===== src/rtl/arb_rd_from_sram_pkg.sv =====
// Shared definitions for the SRAM read arbiter: FSM encodings, requester
// class codes and the default read-data width.
package arb_rd_from_sram_pkg;

  localparam int DATA_W_DEF = 128;

  typedef enum logic [1:0] {
    ST_IDLE = 2'b00,
    ST_REQ  = 2'b01,
    ST_READ = 2'b11,
    ST_DONE = 2'b10
  } state_t;

  // Class code doubles as the requester index and as Rd_ID[5:4].
  typedef enum logic [1:0] {
    CLS_WEI    = 2'b00,
    CLS_WEIFLG = 2'b01,
    CLS_ACT    = 2'b10,
    CLS_ACTFLG = 2'b11
  } cls_t;

  // First class to try in the rotating group; "none" behaves like ActFlg.
  function automatic logic [1:0] rot_start(input cls_t last, input logic last_vld);
    logic [1:0] start;
    start = CLS_WEIFLG;
    if (last_vld) begin
      case (last)
        CLS_WEIFLG: start = CLS_ACT;
        CLS_ACT:    start = CLS_ACTFLG;
        default:    start = CLS_WEIFLG;
      endcase
    end
    return start;
  endfunction

endpackage


===== src/rtl/arb_rd_from_sram_if.sv =====
// Bundle of requester-side and SRAM-side read signals around the arbiter.
interface arb_rd_from_sram_if
  import arb_rd_from_sram_pkg::*;
#(
    parameter int DATA_W = DATA_W_DEF
);
    // Rd_Req_x are levels held until the matching one-cycle Rd_Done_x; Rd_Req
    // stays high until a one-cycle Rd_Gnt; each Rd_Dat_Vld_In/Rd_Vld_x cycle is one beat.
    logic              Rd_Req_Wei, Rd_Req_WeiFlg, Rd_Req_Act, Rd_Req_ActFlg;
    logic [5:0]        Rd_ID_Wei, Rd_ID_WeiFlg, Rd_ID_Act, Rd_ID_ActFlg;
    logic [3:0]        Rd_Len_Wei, Rd_Len_WeiFlg, Rd_Len_Act, Rd_Len_ActFlg;
    logic              Rd_Gnt;
    logic [DATA_W-1:0] Rd_Dat_In;
    logic              Rd_Dat_Vld_In;
    logic              Rd_Req;
    logic [5:0]        Rd_ID;
    logic [DATA_W-1:0] Rd_Dat;
    logic              Rd_Vld_Wei, Rd_Vld_WeiFlg, Rd_Vld_Act, Rd_Vld_ActFlg;
    logic              Rd_Done_Wei, Rd_Done_WeiFlg, Rd_Done_Act, Rd_Done_ActFlg;
    logic [1:0]        State_Rd;

    modport slave (
        input  Rd_Req_Wei, Rd_Req_WeiFlg, Rd_Req_Act, Rd_Req_ActFlg,
        input  Rd_ID_Wei, Rd_ID_WeiFlg, Rd_ID_Act, Rd_ID_ActFlg,
        input  Rd_Len_Wei, Rd_Len_WeiFlg, Rd_Len_Act, Rd_Len_ActFlg,
        input  Rd_Gnt, Rd_Dat_In, Rd_Dat_Vld_In,
        output Rd_Req, Rd_ID, Rd_Dat,
        output Rd_Vld_Wei, Rd_Vld_WeiFlg, Rd_Vld_Act, Rd_Vld_ActFlg,
        output Rd_Done_Wei, Rd_Done_WeiFlg, Rd_Done_Act, Rd_Done_ActFlg,
        output State_Rd
    );

    modport master (
        output Rd_Req_Wei, Rd_Req_WeiFlg, Rd_Req_Act, Rd_Req_ActFlg,
        output Rd_ID_Wei, Rd_ID_WeiFlg, Rd_ID_Act, Rd_ID_ActFlg,
        output Rd_Len_Wei, Rd_Len_WeiFlg, Rd_Len_Act, Rd_Len_ActFlg,
        output Rd_Gnt, Rd_Dat_In, Rd_Dat_Vld_In,
        input  Rd_Req, Rd_ID, Rd_Dat,
        input  Rd_Vld_Wei, Rd_Vld_WeiFlg, Rd_Vld_Act, Rd_Vld_ActFlg,
        input  Rd_Done_Wei, Rd_Done_WeiFlg, Rd_Done_Act, Rd_Done_ActFlg,
        input  State_Rd
    );

endinterface


===== src/rtl/arb_rd_rr_sel.sv =====
// Combinational requester select: Wei has fixed top priority, the other three
// classes rotate starting after the last served one. Output is one-hot.
module arb_rd_rr_sel
  import arb_rd_from_sram_pkg::*;
(
    input  logic [3:0] req,
    input  cls_t       last_cls,
    input  logic       last_vld,
    output logic [3:0] gnt
);

    logic [1:0] idx;

    always_comb begin
        gnt = '0;
        idx = rot_start(last_cls, last_vld);
        if (req[CLS_WEI]) begin
            gnt[CLS_WEI] = 1'b1;
        end else begin
            for (int i = 0; i < 3; i++) begin
                if (gnt == 4'b0000 && req[idx]) gnt[idx] = 1'b1;
                idx = (idx == CLS_ACTFLG) ? 2'(CLS_WEIFLG) : idx + 2'd1;
            end
        end
    end

endmodule


===== src/rtl/arb_rd_from_sram.sv =====
// Four-requester SRAM read arbiter: picks one requester, issues Rd_Req/Rd_ID,
// then steers the registered read beats and a done pulse to the owner.
module arb_rd_from_sram
  import arb_rd_from_sram_pkg::*;
#(
    parameter int DATA_W = DATA_W_DEF
) (
    input logic               clk,
    input logic               rst_n,
    arb_rd_from_sram_if.slave bus
);

    state_t            state_q, state_d;
    cls_t              owner_q, win_cls;
    cls_t              last_q;
    logic              last_vld_q;
    logic [5:0]        id_q, win_id;
    logic [3:0]        len_q, win_len, cnt_q;
    logic [3:0]        req_vec, gnt, vld_q, done_vec;
    logic [DATA_W-1:0] dat_q;
    logic              beat, last_beat;

    assign req_vec = {bus.Rd_Req_ActFlg, bus.Rd_Req_Act, bus.Rd_Req_WeiFlg, bus.Rd_Req_Wei};

    arb_rd_rr_sel u_sel (
        .req      (req_vec),
        .last_cls (last_q),
        .last_vld (last_vld_q),
        .gnt      (gnt)
    );

    always_comb begin
        win_cls = CLS_WEI;
        win_id  = bus.Rd_ID_Wei;
        win_len = bus.Rd_Len_Wei;
        if (gnt[CLS_WEIFLG]) begin
            win_cls = CLS_WEIFLG;
            win_id  = bus.Rd_ID_WeiFlg;
            win_len = bus.Rd_Len_WeiFlg;
        end else if (gnt[CLS_ACT]) begin
            win_cls = CLS_ACT;
            win_id  = bus.Rd_ID_Act;
            win_len = bus.Rd_Len_Act;
        end else if (gnt[CLS_ACTFLG]) begin
            win_cls = CLS_ACTFLG;
            win_id  = bus.Rd_ID_ActFlg;
            win_len = bus.Rd_Len_ActFlg;
        end
    end

    // Beats only count while in READ, so stray valids around the grant are dropped.
    assign beat      = (state_q == ST_READ) && bus.Rd_Dat_Vld_In;
    assign last_beat = beat && (cnt_q == len_q);

    always_comb begin
        state_d = state_q;
        case (state_q)
            ST_IDLE: if (|req_vec) state_d = ST_REQ;
            ST_REQ:  if (bus.Rd_Gnt) state_d = ST_READ;
            ST_READ: if (last_beat) state_d = ST_DONE;
            ST_DONE: state_d = ST_IDLE;
            default: state_d = ST_IDLE;
        endcase
    end

    always_ff @(posedge clk or negedge rst_n) begin
        if (!rst_n) begin
            state_q    <= ST_IDLE;
            owner_q    <= CLS_WEI;
            id_q       <= '0;
            len_q      <= '0;
            cnt_q      <= '0;
            last_q     <= CLS_ACTFLG;
            last_vld_q <= 1'b0;
            vld_q      <= '0;
            dat_q      <= '0;
        end else begin
            state_q <= state_d;
            if (state_q == ST_IDLE && |req_vec) begin
                owner_q <= win_cls;
                id_q    <= win_id;
                len_q   <= win_len;
            end
            if (beat) cnt_q <= cnt_q + 4'd1;
            else if (state_q != ST_READ) cnt_q <= '0;
            // Wei never moves the rotation pointer.
            if (state_q == ST_DONE && owner_q != CLS_WEI) begin
                last_q     <= owner_q;
                last_vld_q <= 1'b1;
            end
            vld_q <= beat ? (4'b0001 << owner_q) : 4'b0000;
            if (beat) dat_q <= bus.Rd_Dat_In;
        end
    end

    // DONE follows the last accepted beat, so the done pulse lines up with its registered valid.
    assign done_vec = (state_q == ST_DONE) ? (4'b0001 << owner_q) : 4'b0000;

    assign bus.Rd_Req         = (state_q == ST_REQ);
    assign bus.Rd_ID          = id_q;
    assign bus.Rd_Dat         = dat_q;
    assign bus.Rd_Vld_Wei     = vld_q[CLS_WEI];
    assign bus.Rd_Vld_WeiFlg  = vld_q[CLS_WEIFLG];
    assign bus.Rd_Vld_Act     = vld_q[CLS_ACT];
    assign bus.Rd_Vld_ActFlg  = vld_q[CLS_ACTFLG];
    assign bus.Rd_Done_Wei    = done_vec[CLS_WEI];
    assign bus.Rd_Done_WeiFlg = done_vec[CLS_WEIFLG];
    assign bus.Rd_Done_Act    = done_vec[CLS_ACT];
    assign bus.Rd_Done_ActFlg = done_vec[CLS_ACTFLG];
    assign bus.State_Rd       = state_q;

endmodule


===== src/flat_wrapper.sv =====
// flat-port wrapper written by rule: the top's interface ports become plain ports
module arb_rd_from_sram_flat import arb_rd_from_sram_pkg::*;
#(
    parameter int DATA_W = DATA_W_DEF
)
  (clk, rst_n, bus_Rd_Req_Wei, bus_Rd_Req_WeiFlg, bus_Rd_Req_Act, bus_Rd_Req_ActFlg, bus_Rd_ID_Wei, bus_Rd_ID_WeiFlg, bus_Rd_ID_Act, bus_Rd_ID_ActFlg, bus_Rd_Len_Wei, bus_Rd_Len_WeiFlg, bus_Rd_Len_Act, bus_Rd_Len_ActFlg, bus_Rd_Gnt, bus_Rd_Dat_In, bus_Rd_Dat_Vld_In, bus_Rd_Req, bus_Rd_ID, bus_Rd_Dat, bus_Rd_Vld_Wei, bus_Rd_Vld_WeiFlg, bus_Rd_Vld_Act, bus_Rd_Vld_ActFlg, bus_Rd_Done_Wei, bus_Rd_Done_WeiFlg, bus_Rd_Done_Act, bus_Rd_Done_ActFlg, bus_State_Rd);
  arb_rd_from_sram_if #(.DATA_W(DATA_W)) bus_i ();
  input logic clk;
  input logic rst_n;
  input wire logic [$bits(bus_i.Rd_Req_Wei)-1:0] bus_Rd_Req_Wei;
  input wire logic [$bits(bus_i.Rd_Req_WeiFlg)-1:0] bus_Rd_Req_WeiFlg;
  input wire logic [$bits(bus_i.Rd_Req_Act)-1:0] bus_Rd_Req_Act;
  input wire logic [$bits(bus_i.Rd_Req_ActFlg)-1:0] bus_Rd_Req_ActFlg;
  input wire logic [$bits(bus_i.Rd_ID_Wei)-1:0] bus_Rd_ID_Wei;
  input wire logic [$bits(bus_i.Rd_ID_WeiFlg)-1:0] bus_Rd_ID_WeiFlg;
  input wire logic [$bits(bus_i.Rd_ID_Act)-1:0] bus_Rd_ID_Act;
  input wire logic [$bits(bus_i.Rd_ID_ActFlg)-1:0] bus_Rd_ID_ActFlg;
  input wire logic [$bits(bus_i.Rd_Len_Wei)-1:0] bus_Rd_Len_Wei;
  input wire logic [$bits(bus_i.Rd_Len_WeiFlg)-1:0] bus_Rd_Len_WeiFlg;
  input wire logic [$bits(bus_i.Rd_Len_Act)-1:0] bus_Rd_Len_Act;
  input wire logic [$bits(bus_i.Rd_Len_ActFlg)-1:0] bus_Rd_Len_ActFlg;
  input wire logic [$bits(bus_i.Rd_Gnt)-1:0] bus_Rd_Gnt;
  input wire logic [$bits(bus_i.Rd_Dat_In)-1:0] bus_Rd_Dat_In;
  input wire logic [$bits(bus_i.Rd_Dat_Vld_In)-1:0] bus_Rd_Dat_Vld_In;
  output wire logic [$bits(bus_i.Rd_Req)-1:0] bus_Rd_Req;
  output wire logic [$bits(bus_i.Rd_ID)-1:0] bus_Rd_ID;
  output wire logic [$bits(bus_i.Rd_Dat)-1:0] bus_Rd_Dat;
  output wire logic [$bits(bus_i.Rd_Vld_Wei)-1:0] bus_Rd_Vld_Wei;
  output wire logic [$bits(bus_i.Rd_Vld_WeiFlg)-1:0] bus_Rd_Vld_WeiFlg;
  output wire logic [$bits(bus_i.Rd_Vld_Act)-1:0] bus_Rd_Vld_Act;
  output wire logic [$bits(bus_i.Rd_Vld_ActFlg)-1:0] bus_Rd_Vld_ActFlg;
  output wire logic [$bits(bus_i.Rd_Done_Wei)-1:0] bus_Rd_Done_Wei;
  output wire logic [$bits(bus_i.Rd_Done_WeiFlg)-1:0] bus_Rd_Done_WeiFlg;
  output wire logic [$bits(bus_i.Rd_Done_Act)-1:0] bus_Rd_Done_Act;
  output wire logic [$bits(bus_i.Rd_Done_ActFlg)-1:0] bus_Rd_Done_ActFlg;
  output wire logic [$bits(bus_i.State_Rd)-1:0] bus_State_Rd;
  assign bus_i.Rd_Req_Wei = bus_Rd_Req_Wei;
  assign bus_i.Rd_Req_WeiFlg = bus_Rd_Req_WeiFlg;
  assign bus_i.Rd_Req_Act = bus_Rd_Req_Act;
  assign bus_i.Rd_Req_ActFlg = bus_Rd_Req_ActFlg;
  assign bus_i.Rd_ID_Wei = bus_Rd_ID_Wei;
  assign bus_i.Rd_ID_WeiFlg = bus_Rd_ID_WeiFlg;
  assign bus_i.Rd_ID_Act = bus_Rd_ID_Act;
  assign bus_i.Rd_ID_ActFlg = bus_Rd_ID_ActFlg;
  assign bus_i.Rd_Len_Wei = bus_Rd_Len_Wei;
  assign bus_i.Rd_Len_WeiFlg = bus_Rd_Len_WeiFlg;
  assign bus_i.Rd_Len_Act = bus_Rd_Len_Act;
  assign bus_i.Rd_Len_ActFlg = bus_Rd_Len_ActFlg;
  assign bus_i.Rd_Gnt = bus_Rd_Gnt;
  assign bus_i.Rd_Dat_In = bus_Rd_Dat_In;
  assign bus_i.Rd_Dat_Vld_In = bus_Rd_Dat_Vld_In;
  assign bus_Rd_Req = bus_i.Rd_Req;
  assign bus_Rd_ID = bus_i.Rd_ID;
  assign bus_Rd_Dat = bus_i.Rd_Dat;
  assign bus_Rd_Vld_Wei = bus_i.Rd_Vld_Wei;
  assign bus_Rd_Vld_WeiFlg = bus_i.Rd_Vld_WeiFlg;
  assign bus_Rd_Vld_Act = bus_i.Rd_Vld_Act;
  assign bus_Rd_Vld_ActFlg = bus_i.Rd_Vld_ActFlg;
  assign bus_Rd_Done_Wei = bus_i.Rd_Done_Wei;
  assign bus_Rd_Done_WeiFlg = bus_i.Rd_Done_WeiFlg;
  assign bus_Rd_Done_Act = bus_i.Rd_Done_Act;
  assign bus_Rd_Done_ActFlg = bus_i.Rd_Done_ActFlg;
  assign bus_State_Rd = bus_i.State_Rd;
  arb_rd_from_sram #(.DATA_W(DATA_W)) u_core (.clk(clk), .rst_n(rst_n), .bus(bus_i));
endmodule

===== config.mk =====
export PLATFORM = sky130hd
export DESIGN_NAME = arb_rd_from_sram_flat
export DESIGN_NICKNAME = d
export VERILOG_FILES = /design/src/rtl/arb_rd_from_sram_pkg.sv /design/src/rtl/arb_rd_from_sram_if.sv /design/src/rtl/arb_rd_rr_sel.sv /design/src/rtl/arb_rd_from_sram.sv /design/src/flat_wrapper.sv
export SDC_FILE = /design/constraint.sdc
export NUM_CORES = 1
export LEC_CHECK = 0
export CAP_MARGIN = 20
export CORE_MARGIN = 3
export CORE_UTILIZATION = 44
export CTS_CLUSTER_DIAMETER = 120
export DETAILED_ROUTE_END_ITERATION = 10
export PLACE_DENSITY = 0.86
export SYNTH_ARGS = -nofsm -noshare
export SYNTH_HDL_FRONTEND = slang
export SYNTH_SLANG_ARGS = --single-unit

===== constraint.sdc =====
create_clock -name clk -period 8.16 [get_ports clk]
set_input_delay 1.632 -clock clk [delete_from_list [all_inputs] [get_ports clk]]
set_output_delay 1.632 -clock clk [all_outputs]
set_load 0.02 [all_outputs]

==> results.yml <==
synth:
  synth.cell_area_um2: 6659
  synth.lib_cells_used.distinct: 48
  postSynth.asyncResetShare: 1.000
  synth_ff_type: "sky130_fd_sc_hd__dfrtp_1"
  ys_seq_elements: 153
  syn-num-nets: 955
  seq_total_area_yosys: 0.5753
  synth-edff-count: 0
  yosysWarnings: 0
  netlist_instances: 771
  syn_avg_cell_area_um2: 8.637
cts:
  cts_post_setup_buffers_inserted: 0
  ctsHtreeMaxLevel: 4
  cts_hold_buf: 0
  cts_tree: "built"
  clkLatencyLatePin_ps: 420
  tritoncts_buffers: 17
  cts_resized: 0
  cts.sink_count: 153
  clock_buffer_depth: 2
  clkTransAtPathRegs_ps: 60
  clockRootBuffer: "sky130_fd_sc_hd__clkbuf_16"
worst_setup_path:
  worstSetupPathType: "input pin to register"
  cp_max_delay_cell: "sky130_fd_sc_hd__clkdlybuf4s50_1"
  ordered_cell_list_for_the_critical_path: "clkdlybuf4s50_1 -> nand3_1 -> a21oi_1 -> o22a_2 -> o2111ai_1 -> and2_1 -> a31oi_1 -> a31oi_1"
  critPathArrivalTime_ps: 4270
  timing.critical_path.from_type: "input pin"
  endpoint_kind: "register"
  timing.rr.start: "u_core.last_q[1]"
  timing.reg2reg.setup_slack_ps: 4390
  r2r_end: "u_core.bus.Rd_ID[2]"
  timing.critical_path.required_ps: 8450
  critical_path.most_common_cell: "sky130_fd_sc_hd__a31oi_1"
  reg2regPathDepth: 11
  critical_path.max_stage_delay_ps: 700
  crit_path_max_fanout: 11
placed_design:
  portbufs: 320
  detailed_place.area_um2: 9931
  detailedPlace.worstSlack_ps: 3762
  gp_congestion: 0.9063
  post-dp-hpwl_um: 14350
global_routing:
  vias_in_the_first_global_route: 6200
  grt_overflow_total: 0
  grt_antenna_before_repair: 0
  grt_pass1_wl_um: 31570
  grt_use_total: 0.2394
  grt_max_degree: 96
cells_and_area:
  syn2layout_area_growth_pct: 58.68
  n_antenna_cell: 0
  layout_common_cells: "sky130_fd_sc_hd__nand2_1 (408), sky130_fd_sc_hd__clkdlybuf4s50_1 (319), sky130_fd_sc_hd__dfrtp_1 (151)"
  postLayoutCellArea_um2: 10570
  fin_nets: 1250
  final_layout_size_suffix_gt1_frac: 0.04727
  mostFrequentLayoutCell: "sky130_fd_sc_hd__nand2_1"
timing:
  hold-worst-slack_ps: 460.9
  timing_worst_slew_pin_value_ps: 993.2
  timing.final.ws_setup_ps: 4183
  post-route-period-util: 0.4874
  fmax_mhz: 251.5
  slew_violations: 0
  grt_setup_unrepaired: "no"
  worst_relative_slew_slack: 0.3348
  timing.clock.skew_ps: 9.872
  fin_setup_tns_ps: 0
  hold_viol: 0
  finalCriticalPeriod_ps: 3977
  setup_violations: 0
die:
  io-pin-count: 321
  core_area_um2: 14640
  dieHeight_um: 129.0
  row_count: 44
  floorplan.initialDensity: 0.4547
  die_width_um: 129.0
  dieArea_um2: 16650
route:
  detailedRoute.firstIterationViolations: 406
  detail_route.vias_per_cell: 5.020
  routed_wire_length_per_instance_um: 16.03
  post-route-drc-count: 0
  antenna_violating_nets_post_route: 0
  first_pass_iters: 5
  via_count: 6340
  drt-total-wl_um: 20250
worst_hold_path:
  hold_path_class: "register to register"
  holdCritStartpoint: "u_core.last_q[1]"
  hold-path-endpoint: "u_core.last_q[1]"
  worstHoldPathCells: 2
power:
  power_density_nw_per_um2: 417.3
  vdd_drop_max_mv: 0.1829
  p_leak_nw: 5.007
status:
  outcome: "finished clean"
job:
  max_cap_violations: 0
## cell usage after synthesis (3+ instances only)
cell type,number,share of area
sky130_fd_sc_hd__a31oi_1,21,0.020
sky130_fd_sc_hd__clkbuf_1,38,0.021
sky130_fd_sc_hd__and2_1,3,0.0028
sky130_fd_sc_hd__dfrtp_1,151,0.57
sky130_fd_sc_hd__o21ai_1,3,0.0023
sky130_fd_sc_hd__a21oi_1,22,0.017
sky130_fd_sc_hd__nand2b_1,4,0.0038
sky130_fd_sc_hd__inv_1,7,0.0039
sky130_fd_sc_hd__mux2i_1,3,0.0045
sky130_fd_sc_hd__o211ai_1,4,0.0045
sky130_fd_sc_hd__xor2_1,5,0.0066
sky130_fd_sc_hd__nor3_1,6,0.0045
sky130_fd_sc_hd__nor2b_1,3,0.0028
sky130_fd_sc_hd__buf_2,6,0.0045
sky130_fd_sc_hd__nor2_1,25,0.014
sky130_fd_sc_hd__and3_1,4,0.0038
sky130_fd_sc_hd__ha_1,8,0.015
sky130_fd_sc_hd__nand2_1,408,0.23
sky130_fd_sc_hd__nand3_1,3,0.0023
sky130_fd_sc_hd__o2bb2ai_1,10,0.013
## power by group
group,total [mW],internal [mW],leakage (nW),switching (mW)
clock,0.825,0.498,0.302,0.327
combinational,2.25,0.983,2.83,1.26
sequential,1.34,1.12,1.87,0.222
total,4.41,2.60,5.01,1.81
## worst max path at each step
stage	to	startpoint	cells past startpoint	slack, ps
finish	u_core.len_q[2]	bus_Rd_Req_Wei	8	4180
global route	u_core.len_q[2]	bus_Rd_Req_Wei	8	3920
CTS	u_core.len_q[2]	bus_Rd_Req_Wei	8	4220
detailed placement	u_core.len_q[2]	bus_Rd_Req_Wei	8	3760
global placement	u_core.bus.Rd_ID[2]	bus_Rd_Req_Wei	8	3890
floorplan	u_core.bus.Rd_ID[0]	bus_Rd_Req_Wei	8	4930
## final cells by class
class                   instances  area (µm²)
multi-input cells             562        2613
flip-flops and latches        153        3831
repair buffers                324        3238
clock inverters                14       185.2
inverters                       8       30.03
well taps                     184       230.2
clock buffers                  18       439.2
fillers                      1075        4078
## registers in the layout (all words and copies together), names as in the netlist
name and flops:
u_core.cnt_q 4, u_core.owner_q 2, u_core.last_q 2, u_core.bus.Rd_ID 6, u_core.bus.State_Rd 2, u_core.len_q 4, u_core.bus.Rd_Dat 128, u_core.vld_q 4
u_core.last_vld_q 1
## through the flow
stage	power, mW	std cells	utilization
floorplan	2.607	771	-
global placement	3.530	1230	0.6781
detailed placement	3.585	1230	0.6781
CTS	4.430	1262	0.7208
global route	4.692	1263	0.7215
finish	4.409	1263	0.7215
## per-layer routing
layer	vias up	share of wire	track usage
met3	48	0.077	0.06389
met1	2951	0.40	0.2935
met4	0	0.034	0.1044
li1	3047	-	-
met2	294	0.49	0.3997
met5	-	0	0
## cells by family after synthesis
kind of cell	after synthesis	share of synthesized area
and+or+nand+nor	462	0.2704
adders and majority gates	8	0.01503
muxes	5	0.01127
buffers and inverters	56	0.03570
DFF	153	0.5753
xor gates and xnor gates	7	0.009207
AOI/OAI and AO/OA	80	0.08305
## critical path: cells and delay by family
kind	cells	cell delay, ps
buffers and inverters	1	700
AOI/OAI and AO/OA	5	1320
and+or+nand+nor	2	610
(Power assumes the default switching activity.)
